[config.mk]
export PLATFORM = sky130hd
export DESIGN_NAME = alu_share_arbiter
export DESIGN_NICKNAME = d
export VERILOG_FILES = /design/src/rtl/alu_share_arbiter.sv
export SDC_FILE = /design/constraint.sdc
export NUM_CORES = 1
export LEC_CHECK = 0
export ABC_CLOCK_PERIOD_IN_PS = 4500
export CORE_ASPECT_RATIO = 1.5
export CORE_MARGIN = 4
export CORE_UTILIZATION = 30
export CTS_CLUSTER_SIZE = 14
export DETAILED_ROUTE_END_ITERATION = 6
export GPL_TIMING_DRIVEN = 0
export PLACE_DENSITY = 0.64
export SYNTH_ARGS = -nofsm -noshare
export SYNTH_HDL_FRONTEND = slang
export SYNTH_SLANG_ARGS = --single-unit
export TNS_END_PERCENT = 1
[constraint.sdc]
create_clock -name CLK -period 4.5 [get_ports CLK]
set_input_delay 0.675 -clock CLK [delete_from_list [all_inputs] [get_ports CLK]]
set_output_delay 0.675 -clock CLK [all_outputs]
set_load 0.02 [all_outputs]
[src/rtl/alu_share_arbiter.sv]
// alu_share_arbiter: round-robin sharing of one combinational ALU among NREQ requesters.
// Define ALU_ARB_STATS_EN to build saturating 16-bit per-requester grant counters on grant_cnt.
module alu_share_arbiter #(
  parameter int NREQ = 2,
  parameter int WORD_W = 32,
  parameter int OP_W = 4,
  localparam int IW = (NREQ > 1) ? $clog2(NREQ) : 1
) (
  input  logic                 CLK,
  input  logic                 RST,
  input  logic [NREQ-1:0]      req,
  input  logic [NREQ*WORD_W-1:0] req_a,
  input  logic [NREQ*WORD_W-1:0] req_b,
  input  logic [NREQ*OP_W-1:0] req_op,
  output logic [NREQ-1:0]      ack,
  output logic [WORD_W-1:0]    rdata,
  output logic [2:0]           rflags,
  output logic [IW-1:0]        grant_id,
  output logic                 busy,
  output logic [WORD_W-1:0]    alu_port_a,
  output logic [WORD_W-1:0]    alu_port_b,
  output logic [OP_W-1:0]      alu_op,
  input  logic [WORD_W-1:0]    alu_port_out,
  input  logic                 alu_neg,
  input  logic                 alu_ovf,
  input  logic                 alu_zero,
  output logic [NREQ*16-1:0]   grant_cnt
);
  typedef enum logic [1:0] {S_IDLE, S_BUSY, S_DONE} state_t;
  state_t r_state, w_next;
  logic [IW-1:0] r_ptr, r_gid, w_win;
  logic [NREQ-1:0] w_cand, r_ack;
  logic [WORD_W-1:0] r_a, r_b, r_rdata;
  logic [OP_W-1:0] r_op;
  logic [2:0] r_flags;
  logic w_found, w_grant;
  // The requester just acked still holds req during DONE, so it is masked out.
  always_comb begin
    w_cand = req & ((r_state == S_DONE) ? ~(NREQ'(1) << r_gid) : '1);
    w_found = 1'b0;
    w_win = r_ptr;
    for (int k = NREQ - 1; k >= 0; k--) begin
      if (w_cand[IW'((int'(r_ptr) + k) % NREQ)]) begin
        w_found = 1'b1;
        w_win = IW'((int'(r_ptr) + k) % NREQ);
      end
    end
  end
  always_comb begin
    w_next = (r_state == S_BUSY) ? S_DONE : (w_found ? S_BUSY : S_IDLE);
    w_grant = (r_state != S_BUSY) && w_found;
  end
  always_ff @(posedge CLK or posedge RST) begin
    if (RST) r_state <= S_IDLE;
    else r_state <= w_next;
  end
  always_ff @(posedge CLK or posedge RST) begin
    if (RST) begin
      r_a <= '0;
      r_b <= '0;
      r_op <= '0;
      r_gid <= '0;
      r_ptr <= '0;
      r_ack <= '0;
      r_rdata <= '0;
      r_flags <= '0;
    end else begin
      r_ack <= '0;
      if (w_grant) begin
        r_a <= req_a[w_win*WORD_W +: WORD_W];
        r_b <= req_b[w_win*WORD_W +: WORD_W];
        r_op <= req_op[w_win*OP_W +: OP_W];
        r_gid <= w_win;
      end
      if (r_state == S_BUSY) begin
        r_rdata <= alu_port_out;
        r_flags <= {alu_neg, alu_ovf, alu_zero};
        r_ack <= NREQ'(1) << r_gid;
        r_ptr <= (r_gid == IW'(NREQ - 1)) ? '0 : r_gid + 1'b1;
      end
    end
  end
  assign ack = r_ack;
  assign rdata = r_rdata;
  assign rflags = r_flags;
  assign grant_id = r_gid;
  assign busy = (r_state == S_BUSY);
  assign alu_port_a = r_a;
  assign alu_port_b = r_b;
  assign alu_op = r_op;
`ifdef ALU_ARB_STATS_EN
  logic [15:0] r_cnt [NREQ];
  always_ff @(posedge CLK or posedge RST) begin
    if (RST) begin
      for (int i = 0; i < NREQ; i++) r_cnt[i] <= '0;
    end else if (r_state == S_BUSY && r_cnt[r_gid] != 16'hFFFF) begin
      r_cnt[r_gid] <= r_cnt[r_gid] + 16'd1;
    end
  end
  for (genvar g = 0; g < NREQ; g++) begin : g_cnt
    assign grant_cnt[g*16 +: 16] = r_cnt[g];
  end
`else
  assign grant_cnt = '0;
`endif
endmodule

==> key figures, run 1 <==
Global route
  • Global-route wire length before repair: 23.83 mm
  • Largest net degree at the start of global routing: 57
  • Initial antenna violation count: 0
  • Number of global-route vias before repair: 4588
  • Total Routing Usage GR: 15.65%
  • Grt total ovfl: 0

CTS
  • H-Tree Depth: 3
  • PostCTS Resize Cnt: 0
  • Number of hold buffers added after CTS: 0
  • Max clock buf depth: 2
  • Clock latency on the worst-skew pair: 0.35 ns
  • Cts bufs inserted: 9
  • Setup bufs post-CTS: 0
  • Sink Count: 109
  • Clk slew on worst S/H paths: 0.08 ns
  • CTS tree: done
  • CTS root buf: clkbuf_16

Critical path
  • Critical path class: reg -> out
  • Worst endpoint required time: 3.83 ns
  • Max FO, Critical Path: 11
  • Critical path launch point type: flip-flop
  • Crit. End Element: output pin
  • Worst Path Arrival: 2.09 ns

STA
  • Hold WS: 0.4755 ns
  • Clock skew: 0.01216 ns
  • Worst-margin pin slew: 0.7352 ns
  • Fmax: 361.8 MHz
  • Hold Fails Final Rpt: 0
  • Min cycle time layout: 2.764 ns
  • Final setup vio count: 0
  • Setup repair after global routing missed its margin: no
  • Pins Over Slew Limit: 0
  • Max_slew headroom: 50.99%
  • Final worst-path cycle share: 61.42%

Finish
  • ANT cells: 0
  • Layout cell share with drive strength beyond 1: 27.35%
  • Fin nets: 916
  • Number of fillers in the final layout: 1535
  • Area delta synth->final: 68.13%
  • Final Util: 51.55%

Floorplan
  • Initial core utilization: 30.66%
  • Core Area: 16840 um^2
  • Die width: 115.1 um
  • Die area: 19410 um^2
  • Row count: 58
  • Die Y: 168.7 um
  • Ports: 314

Logic synthesis
  • Yosys warns: 0
  • Sequential fraction of the synthesis area: 52.84%
  • Post-synth top area share: 52.84%
  • #FFs+latches synth: 109
  • Most frequent cell after synthesis: mux2_2
  • Syn Inst Count: 418
  • Synth top cells by count: mux2_2, dfrtp_1, nand2_1
  • Most used flip-flop cell after synthesis: dfrtp_1
  • EDFF count, synth: 0
  • Top cells by area, synth: dfrtp_1, mux2_2, nand2_1, buf_4, mux2_4
  • Synth unique cells: 19
  • Synthesized cell area: 5162 um^2
  • FFs w/ async S/R, synth: 100.0%
  • Area leader, netlist: dfrtp_1
  • Avg Inst Size Synth: 12.35 um^2

Placed design
  • DPL Wire Length: 12.81 mm
  • Number of port buffers: 280
  • Routability cong.: 0.7308

Power and ir drop
  • Part of the power in registers: 31.0%
  • Pwr dens: 625.4 nW/um^2
  • Max VDD drop: 0.0002773 V
  • Switch share: 36.51%
  • Leak: 0.003847 uW
  • Clock Power Share: 15.1%
  • Int Pwr: 3446 uW
  • Switching pwr: 1982 uW
  • Combinational power share: 54.0%

Min path
  • Hold Path Class: reg -> reg

Route
  • Post-DR vias/cell: 4.318
  • Vias: 4128
  • DRC violations left: 0
  • First-pass detailed-route iteration total: 4
  • Detailed-route wire length: 15.59 mm
  • DR iter-0 viols: 100
  • ANT nets after route: 0
  • Wire per inst: 16.31 um

Outcome
  • Status: complete, no violations

Flow run
  • Max Cap Violations: 0
## cells in the final DEF (no fill, tap or decap)
master	count
a21oi_1	1
a31oi_1	1
and2_1	1
buf_1	2
buf_16	1
buf_2	9
buf_4	37
buf_6	4
buf_8	1
bufinv_16	1
clkbuf_1	3
clkbuf_16	9
clkdlybuf4s50_1	280
clkinv_4	2
conb_1	32
dfrtp_1	109
inv_1	2
inv_4	1
inv_6	2
inv_8	1
mux2_1	1
mux2_2	126
mux2_4	9
nand2_1	105
nand2b_1	2
nor2_1	3
o211ai_4	1
## critical path: stages (launching register included)
cell,delay (ns)
dfrtp_1,0.38
nand2b_1,0.21
inv_1,0.09
clkbuf_1,0.36
clkdlybuf4s50_1,0.70
## logic make-up (layout without fill, tap and decap cells)
logic type,after synthesis,after routing,synth area share [%]
AO/OA/AOI/OAI,3,3,0.6301
AND/OR/NAND/NOR,111,111,8.216
multiplexers,136,136,30.32
other,1,32,0.07264
buffers and inverters,58,355,7.925
flip-flops,109,109,52.84
## power groups by stage
| stage | Clock, uW | Combinational (uW) | Sequential, uW |
|---|---|---|---|
| after floorplan | 0 | 1000 | 2260 |
| after global placement | 0 | 2940 | 1680 |
| after detailed placement | 0 | 2980 | 1700 |
| after CTS | 852 | 2990 | 1690 |
| after global routing | 890 | 3110 | 1750 |
| final | 818 | 2930 | 1680 |
## metrics by stage
stage	total power, uW	instances	setup TNS, ns	setup WS, ns	cell area [um^2]
global placement	4626	939	-76.84	-0.7144	8344
detailed placement	4685	940	0	2.092	8374
global route	5747	956	0	1.570	8680
finish	5429	956	0	1.736	8680
floorplan	3263	449	0	0.9511	5279
CTS	5531	956	0	1.696	8680
## registers in the layout (all words and copies together), names as in the netlist
register / count
alu_port_a: 32
alu_port_b: 32
rdata: 32
alu_op: 4
rflags: 3
ack: 2
r_state: 2
grant_id: 1
r_ptr: 1
## routing by layer
layer | vias to the layer above | GRT usage, % | part of all wire (%)
met1 | 1964 | 15.47 | 33
met4 | 0 | 4.597 | 2.2
met2 | 173 | 29.89 | 56
li1 | 1971 | - | -
met5 | - | 0 | 0
met3 | 20 | 5.579 | 9.1
## layout make-up
type                       count  area (um^2)  share of cell area (%)
clock buffer                  10        229.0                   2.638
buffer                        55        397.9                   4.584
sequential                   109         2728                   31.43
inverter                       3        13.76                  0.1586
tap                          210        262.8                   3.027
multi-input combinational    282         2142                   24.68
timing repair buffer         281         2830                   32.61
clock inverter                 6        76.32                  0.8793
## final timing paths
path	from	endpoint	slack, ns	cells past startpoint
worst min register to register	rdata[24]	rdata[24]	0.48	2
worst max register to register	r_state[0]	alu_port_b[24]	2.76	5
min in group asynchronous	RST	alu_port_a[14]	0.80	2
worst min-delay path	rdata[24]	rdata[24]	0.48	2
max in group asynchronous	RST	alu_port_b[17]	2.99	3
worst max-delay path	r_state[1]	busy	1.74	4
Power figures use the tool's default switching activity.
==> run 2, diff against run 1 <==
ABC_CLOCK_PERIOD_IN_PS = 2700   (was 4500)
clock period = 2.7 ns   (was 4.5 ns; I/O delays follow)
==> run 2 against run 1 <==
Total power is 67% higher. Sequential share of layout area is 0.090 points lower. Register-to-register slack worse by 1.7 ns. Worst hold slack better by 0.0043 ns.
==> key figures, run 2 (synthesized netlist as in run 1, its figures left out) <==
CTS
  • Clk slew on worst S/H paths: 0.08 ns (about the same)
  • Sink Count: 109 (unchanged)
  • CTS root buf: clkbuf_16
  • Setup bufs post-CTS: 0 (unchanged)
  • Cts bufs inserted: 9 (unchanged)
  • Max clock buf depth: 2 (unchanged)
  • PostCTS Resize Cnt: 0 (unchanged)
  • CTS tree: done
  • H-Tree Depth: 3 (unchanged)
  • Clock latency on the worst-skew pair: 0.34 ns (about the same)
  • Number of hold buffers added after CTS: 0 (unchanged)

Finish
  • Commonest non-fill, non-tap cell in the layout: clkdlybuf4s50_1
  • Area delta synth->final: 68.61%
  • Fin nets: 917 (+0.11%)
  • ANT cells: 0 (unchanged)
  • Number of fillers in the final layout: 1545 (+0.65%)
  • Final Util: 51.70% (+0.15 points)
  • Footprint of the multi-input gates: 2142 um^2 (unchanged)
  • Commonest non-fill, non-tap cells in the layout: clkdlybuf4s50_1, mux2_2, dfrtp_1
  • Reg area: 2728 um^2 (unchanged)
  • Design Area, Final: 8705 um^2 (+0.29%)
  • Layout cell share with drive strength beyond 1: 27.58% (+0.23 points)

Power and ir drop
  • Clock Power Share: 15.4% (+0.3 points)
  • Leak: 0.003853 uW (+0.14%)
  • Part of the power in registers: 31.0% (about the same)
  • Pwr dens: 1043 nW/um^2 (+67%)
  • Combinational power share: 53.6% (-0.4 points)
  • Max VDD drop: 0.0004561 V (+64%)
  • Int Pwr: 5771 uW (+67%)
  • Switching pwr: 3306 uW (+67%)
  • Switch share: 36.42% (-0.093 points)
  • Overall Power: 9078 uW (+67%)

Global route
  • Met3 usage: 5.258% (-0.32 points)
  • Grt total ovfl: 0 (unchanged)
  • Number of global-route vias before repair: 4480 (-2.4%)
  • Total Routing Usage GR: 15.62% (-0.038 points)
  • Global-route wire length before repair: 23.83 mm (unchanged)
  • GR Util met2: 28.53% (-1.4 points)
  • GRT busiest layer: met2
  • Initial antenna violation count: 1 (+1)
  • Largest net degree at the start of global routing: 44 (-23%)
  • M1 GR Usage: 16.50% (+1.0 points)

Critical path
  • Worst r2r dst: alu_port_b[31]
  • Worst Path Arrival: 2.07 ns (-0.02 ns)
  • Crit. End Element: output pin
  • Critical path class: reg -> out
  • Critical path launch point type: flip-flop
  • Worst endpoint required time: 2.30 ns (-1.53 ns)
  • Slowest-stage cell, CP: clkdlybuf4s50_1
  • Crit path launch: r_state[1]
  • R2R depth: 4 (-1)
  • Reg-to-reg setup timing slack: 1.03 ns (-1.73 ns)
  • Cells along the critical path: nand2b_1, inv_1, clkbuf_1, clkdlybuf4s50_1
  • Max FO, Critical Path: 11 (unchanged)
  • Worst stage delay on the critical path: 0.69 ns (about the same)
  • Crit Reg-Reg Startpoint: r_state[0]

STA
  • Worst-margin pin slew: 0.7181 ns (-0.01706 ns)
  • Hold Fails Final Rpt: 0 (unchanged)
  • Final worst-path cycle share: 91.52%
  • Fmax: 404.7 MHz
  • Final setup vio count: 0 (unchanged)
  • Clock skew: 0.01239 ns (+0.0002274 ns)
  • Max_slew headroom: 52.03% (+1.0 points)
  • Setup repair after global routing missed its margin: no
  • Min cycle time layout: 2.471 ns
  • Setup ws final: 0.2289 ns (-1.507 ns)
  • Setup TNS: 0 ns (unchanged)
  • Pins Over Slew Limit: 0 (unchanged)

Floorplan
  • Die area: 19410 um^2 (unchanged)
  • Row count: 58 (unchanged)
  • Core Area: 16840 um^2 (unchanged)
  • Die Y: 168.7 um (unchanged)
  • Ports: 314 (unchanged)
  • Initial core utilization: 30.66% (unchanged)
  • Die width: 115.1 um (unchanged)

Route
  • Post-DR vias/cell: 4.317 (about the same)
  • Vias: 4131 (+0.073%)
  • Wire per inst: 16.24 um (-0.43%)
  • First-pass detailed-route iteration total: 4 (unchanged)
  • DR iter-0 viols: 77 (-23%)
  • ANT nets after route: 0 (unchanged)
  • Detailed-route wire length: 15.54 mm (-0.33%)
  • DRC violations left: 0 (unchanged)

Flow run
  • Max Cap Violations: 0 (unchanged)

Placed design
  • Setup slack at placement: 0.5858 ns (-1.507 ns)
  • Placed Area: 8388 um^2 (+0.16%)
  • DPL Wire Length: 12.61 mm (-1.6%)
  • Number of port buffers: 280 (unchanged)
  • Routability cong.: 0.7298 (-0.14%)

Min path
  • Hold_sp: rdata[21]
  • Hold endpoint: rdata[21]
  • Hold Path Class: reg -> reg
  • Hold path depth: 2 (unchanged)

Outcome
  • Status: complete, no violations
## run 2: cell types whose count changed in the layout (fill, tap and decap cells not counted)
cell,change
inv_8,+1
inv_6,-1
buf_16,-1
buf_12,+2
clkbuf_8,+1
clkinvlp_4,+2
clkbuf_1,-1
inv_4,-1
clkinv_4,-1
## run 2: through the flow
step,std cells,hold WS (ns)
after global placement,939,0.4597
final,957,0.4798
after global routing,957,0.5017
after CTS,957,0.4810
after detailed placement,941,0.4614
after floorplan,449,0.4911
## run 2: routing by layer
metal | share of wire, % | vias up
li1 | - | 1970
met1 | 35 | 1927
met2 | 52 | 203
met3 | 10 | 29
met4 | 2.9 | 2
met5 | 0.045 | -
## run 2: worst max-delay path by stage
stage	endpoint	slack (ns)	cells past startpoint
floorplan	ack[0]	0.98	1
global placement	alu_port_b[15]	-0.09	2
detailed placement	busy	0.59	4
CTS	busy	0.18	4
global route	busy	0.12	4
finish	busy	0.23	4
## run 2: power groups by stage
stage          Clock [uW]  Combinational (uW)  Sequential [uW]
2_1_floorplan           0                1670             3770
3_3_place_gp            0                4900             2800
3_5_place_dp            0                4960             2840
4_1_cts              1440                4970             2820
5_1_grt              1510                5180             2930
6_report             1400                4870             2810
## run 2: area by class of cell
type | count | area share (%)
Timing Repair Buffer | 282 | 32.66
Sequential cell | 109 | 31.34
Multi-Input combinational cell | 282 | 24.61
Buffer | 55 | 4.571
Tap cell | 210 | 3.019
Clock buffer | 10 | 2.745
Clock inverter | 6 | 0.8912
Inverter | 3 | 0.1725
## run 2: worst max-delay path, delay by kind of cell (launching register included)
kind,cells,cell delay (ns)
buffers and inverters,3,1.14
DFF,1,0.38
and+or+nand+nor,1,0.21
==> run 3, diff against run 2 <==
ABC_CLOCK_PERIOD_IN_PS = default   (was 2700)
SLEW_MARGIN = 25   (was default)
==> run 3 against run 2 <==
Critical path depth unchanged. Sequential cell count unchanged. Die area did not move. Final cell count grew 0.10%. Clock skew decreased by 0.0052 ns. Worst hold slack worse by 0.056 ns. Via count decreased by 0.97%.
==> key figures, run 3 (synthesized netlist as in run 1, its figures left out) <==
STA
  • Setup TNS: 0 ns (unchanged)
  • Clock skew: 0.007205 ns (-0.005184 ns)
  • Fmax: 403.7 MHz (-0.24%)
  • Pins Over Slew Limit: 0 (unchanged)
  • Setup repair after global routing missed its margin: no
  • Final worst-path cycle share: 91.74% (+0.22 points)
  • Min cycle time layout: 2.477 ns (+0.006004 ns)
  • Final setup vio count: 0 (unchanged)
  • Setup ws final: 0.2229 ns (-0.006004 ns)
  • Hold Fails Final Rpt: 0 (unchanged)

CTS
  • PostCTS Resize Cnt: 0 (unchanged)
  • Max clock buf depth: 2 (unchanged)
  • H-Tree Depth: 3 (unchanged)
  • Number of hold buffers added after CTS: 0 (unchanged)
  • Cts bufs inserted: 9 (unchanged)
  • Sink Count: 109 (unchanged)
  • CTS root buf: clkbuf_16
  • Setup bufs post-CTS: 0 (unchanged)
  • CTS tree: done
  • Clk slew on worst S/H paths: 0.08 ns (about the same)
  • Clock latency on the worst-skew pair: 0.34 ns (about the same)

Power and ir drop
  • Leak: 0.003862 uW (+0.24%)
  • Pwr dens: 1039 nW/um^2 (-0.33%)
  • Max VDD drop: 0.0005023 V (+10%)
  • Overall Power: 9069 uW (about the same)

Flow run
  • Max Cap Violations: 0 (unchanged)

Critical path
  • Worst Path Arrival: 2.07 ns (about the same)
  • Crit Reg-Reg Startpoint: r_state[0]
  • Max FO, Critical Path: 11 (unchanged)
  • Critical path class: reg -> out
  • R2R depth: 4 (unchanged)
  • Critical path launch point type: flip-flop
  • Worst endpoint required time: 2.30 ns (about the same)
  • Crit. End Element: output pin
  • Reg-to-reg setup timing slack: 1.01 ns (-0.02 ns)
  • Worst r2r dst: alu_port_b[31]

Finish
  • Final Util: 51.82% (+0.12 points)
  • ANT cells: 0 (unchanged)
  • Commonest non-fill, non-tap cell in the layout: clkdlybuf4s50_1
  • Commonest non-fill, non-tap cells in the layout: clkdlybuf4s50_1, mux2_2, dfrtp_1
  • Area delta synth->final: 69.00%
  • Final std cells w/o fill: 958 (+0.10%)
  • Layout cell share with drive strength beyond 1: 27.67% (+0.097 points)
  • Fin nets: 918 (+0.11%)

Route
  • Vias: 4091 (-0.97%)
  • Wire per inst: 16.10 um (-0.89%)
  • First-pass detailed-route iteration total: 4 (unchanged)
  • DR iter-0 viols: 72 (-6.5%)
  • Post-DR vias/cell: 4.270 (-1.1%)
  • ANT nets after route: 0 (unchanged)
  • Detailed-route wire length: 15.42 mm (-0.78%)
  • DRC violations left: 0 (unchanged)

Placed design
  • Number of port buffers: 280 (unchanged)
  • Routability cong.: 0.7298 (unchanged)
  • Setup slack at placement: 0.5808 ns (-0.004966 ns)
  • Dpl cells: 942 (+0.11%)
  • DPL Wire Length: 12.62 mm (about the same)

Global route
  • Grt total ovfl: 0 (unchanged)
  • Largest net degree at the start of global routing: 33 (-25%)
  • Total Routing Usage GR: 15.36% (-0.26 points)
  • Global-route wire length before repair: 23.40 mm (-1.8%)
  • Initial antenna violation count: 1 (unchanged)
  • Number of global-route vias before repair: 4469 (-0.25%)

Outcome
  • Status: complete, no violations

Min path
  • Hold Path Class: in -> async

Floorplan
  • Ports: 314 (unchanged)
  • Die width: 115.1 um (unchanged)
  • Initial core utilization: 30.66% (unchanged)
  • Core Area: 16840 um^2 (unchanged)
  • Die Y: 168.7 um (unchanged)
  • Die area: 19410 um^2 (unchanged)
  • Row count: 58 (unchanged)
==> run 3: how the worst max path moves through the flow <==
stage,to,slack [ns],startpoint,depth (start not counted)
5_1_grt,busy,0.12,r_state[1],4
3_3_place_gp,alu_port_b[15],-0.09,RST,2
2_1_floorplan,ack[0],0.98,RST,1
4_1_cts,busy,0.18,r_state[1],4
3_5_place_dp,busy,0.58,r_state[1],4
6_report,busy,0.22,r_state[1],4
==> run 3: power breakdown <==
part	switching, uW	internal [uW]	leakage [uW]
Sequential	405	2410	0.00130
Combinational	2260	2600	0.00241
Clock	626	764	0.000153
==> run 3: critical path: stages (launching register included) <==
cell and delay, ns:
dfrtp_1 0.38, nand2b_1 0.21, inv_1 0.09, clkbuf_1 0.36, clkdlybuf4s50_1 0.69
==> run 3: cell type report <==
class	instances	area, um^2
inverters	3	15.01
plain buffers	55	397.9
flip-flops and latches	109	2728
clock buffers	10	239.0
clock inverters	6	77.57
fillers	1523	8112
multi-input cells	282	2142
repair buffers	283	2863
well taps	210	262.8
==> run 3: routing by layer <==
layer / share of wire, % / vias to the layer above / global-route usage, %
li1: - / 1968 / -
met1: 34 / 1912 / 15.80
met2: 54 / 191 / 28.81
met3: 10 / 18 / 5.222
met4: 1.7 / 2 / 4.545
met5: 0.045 / - / 0
==> run 3: stage by stage <==
| stage | instance area, um^2 | hold slack, ns |
|---|---|---|
| 3_5_place_dp | 8408 | 0.4614 |
| 3_3_place_gp | 8348 | 0.4597 |
| 4_1_cts | 8725 | 0.4191 |
| 2_1_floorplan | 5283 | 0.4911 |
| 6_report | 8725 | 0.4238 |
| 5_1_grt | 8725 | 0.4504 |
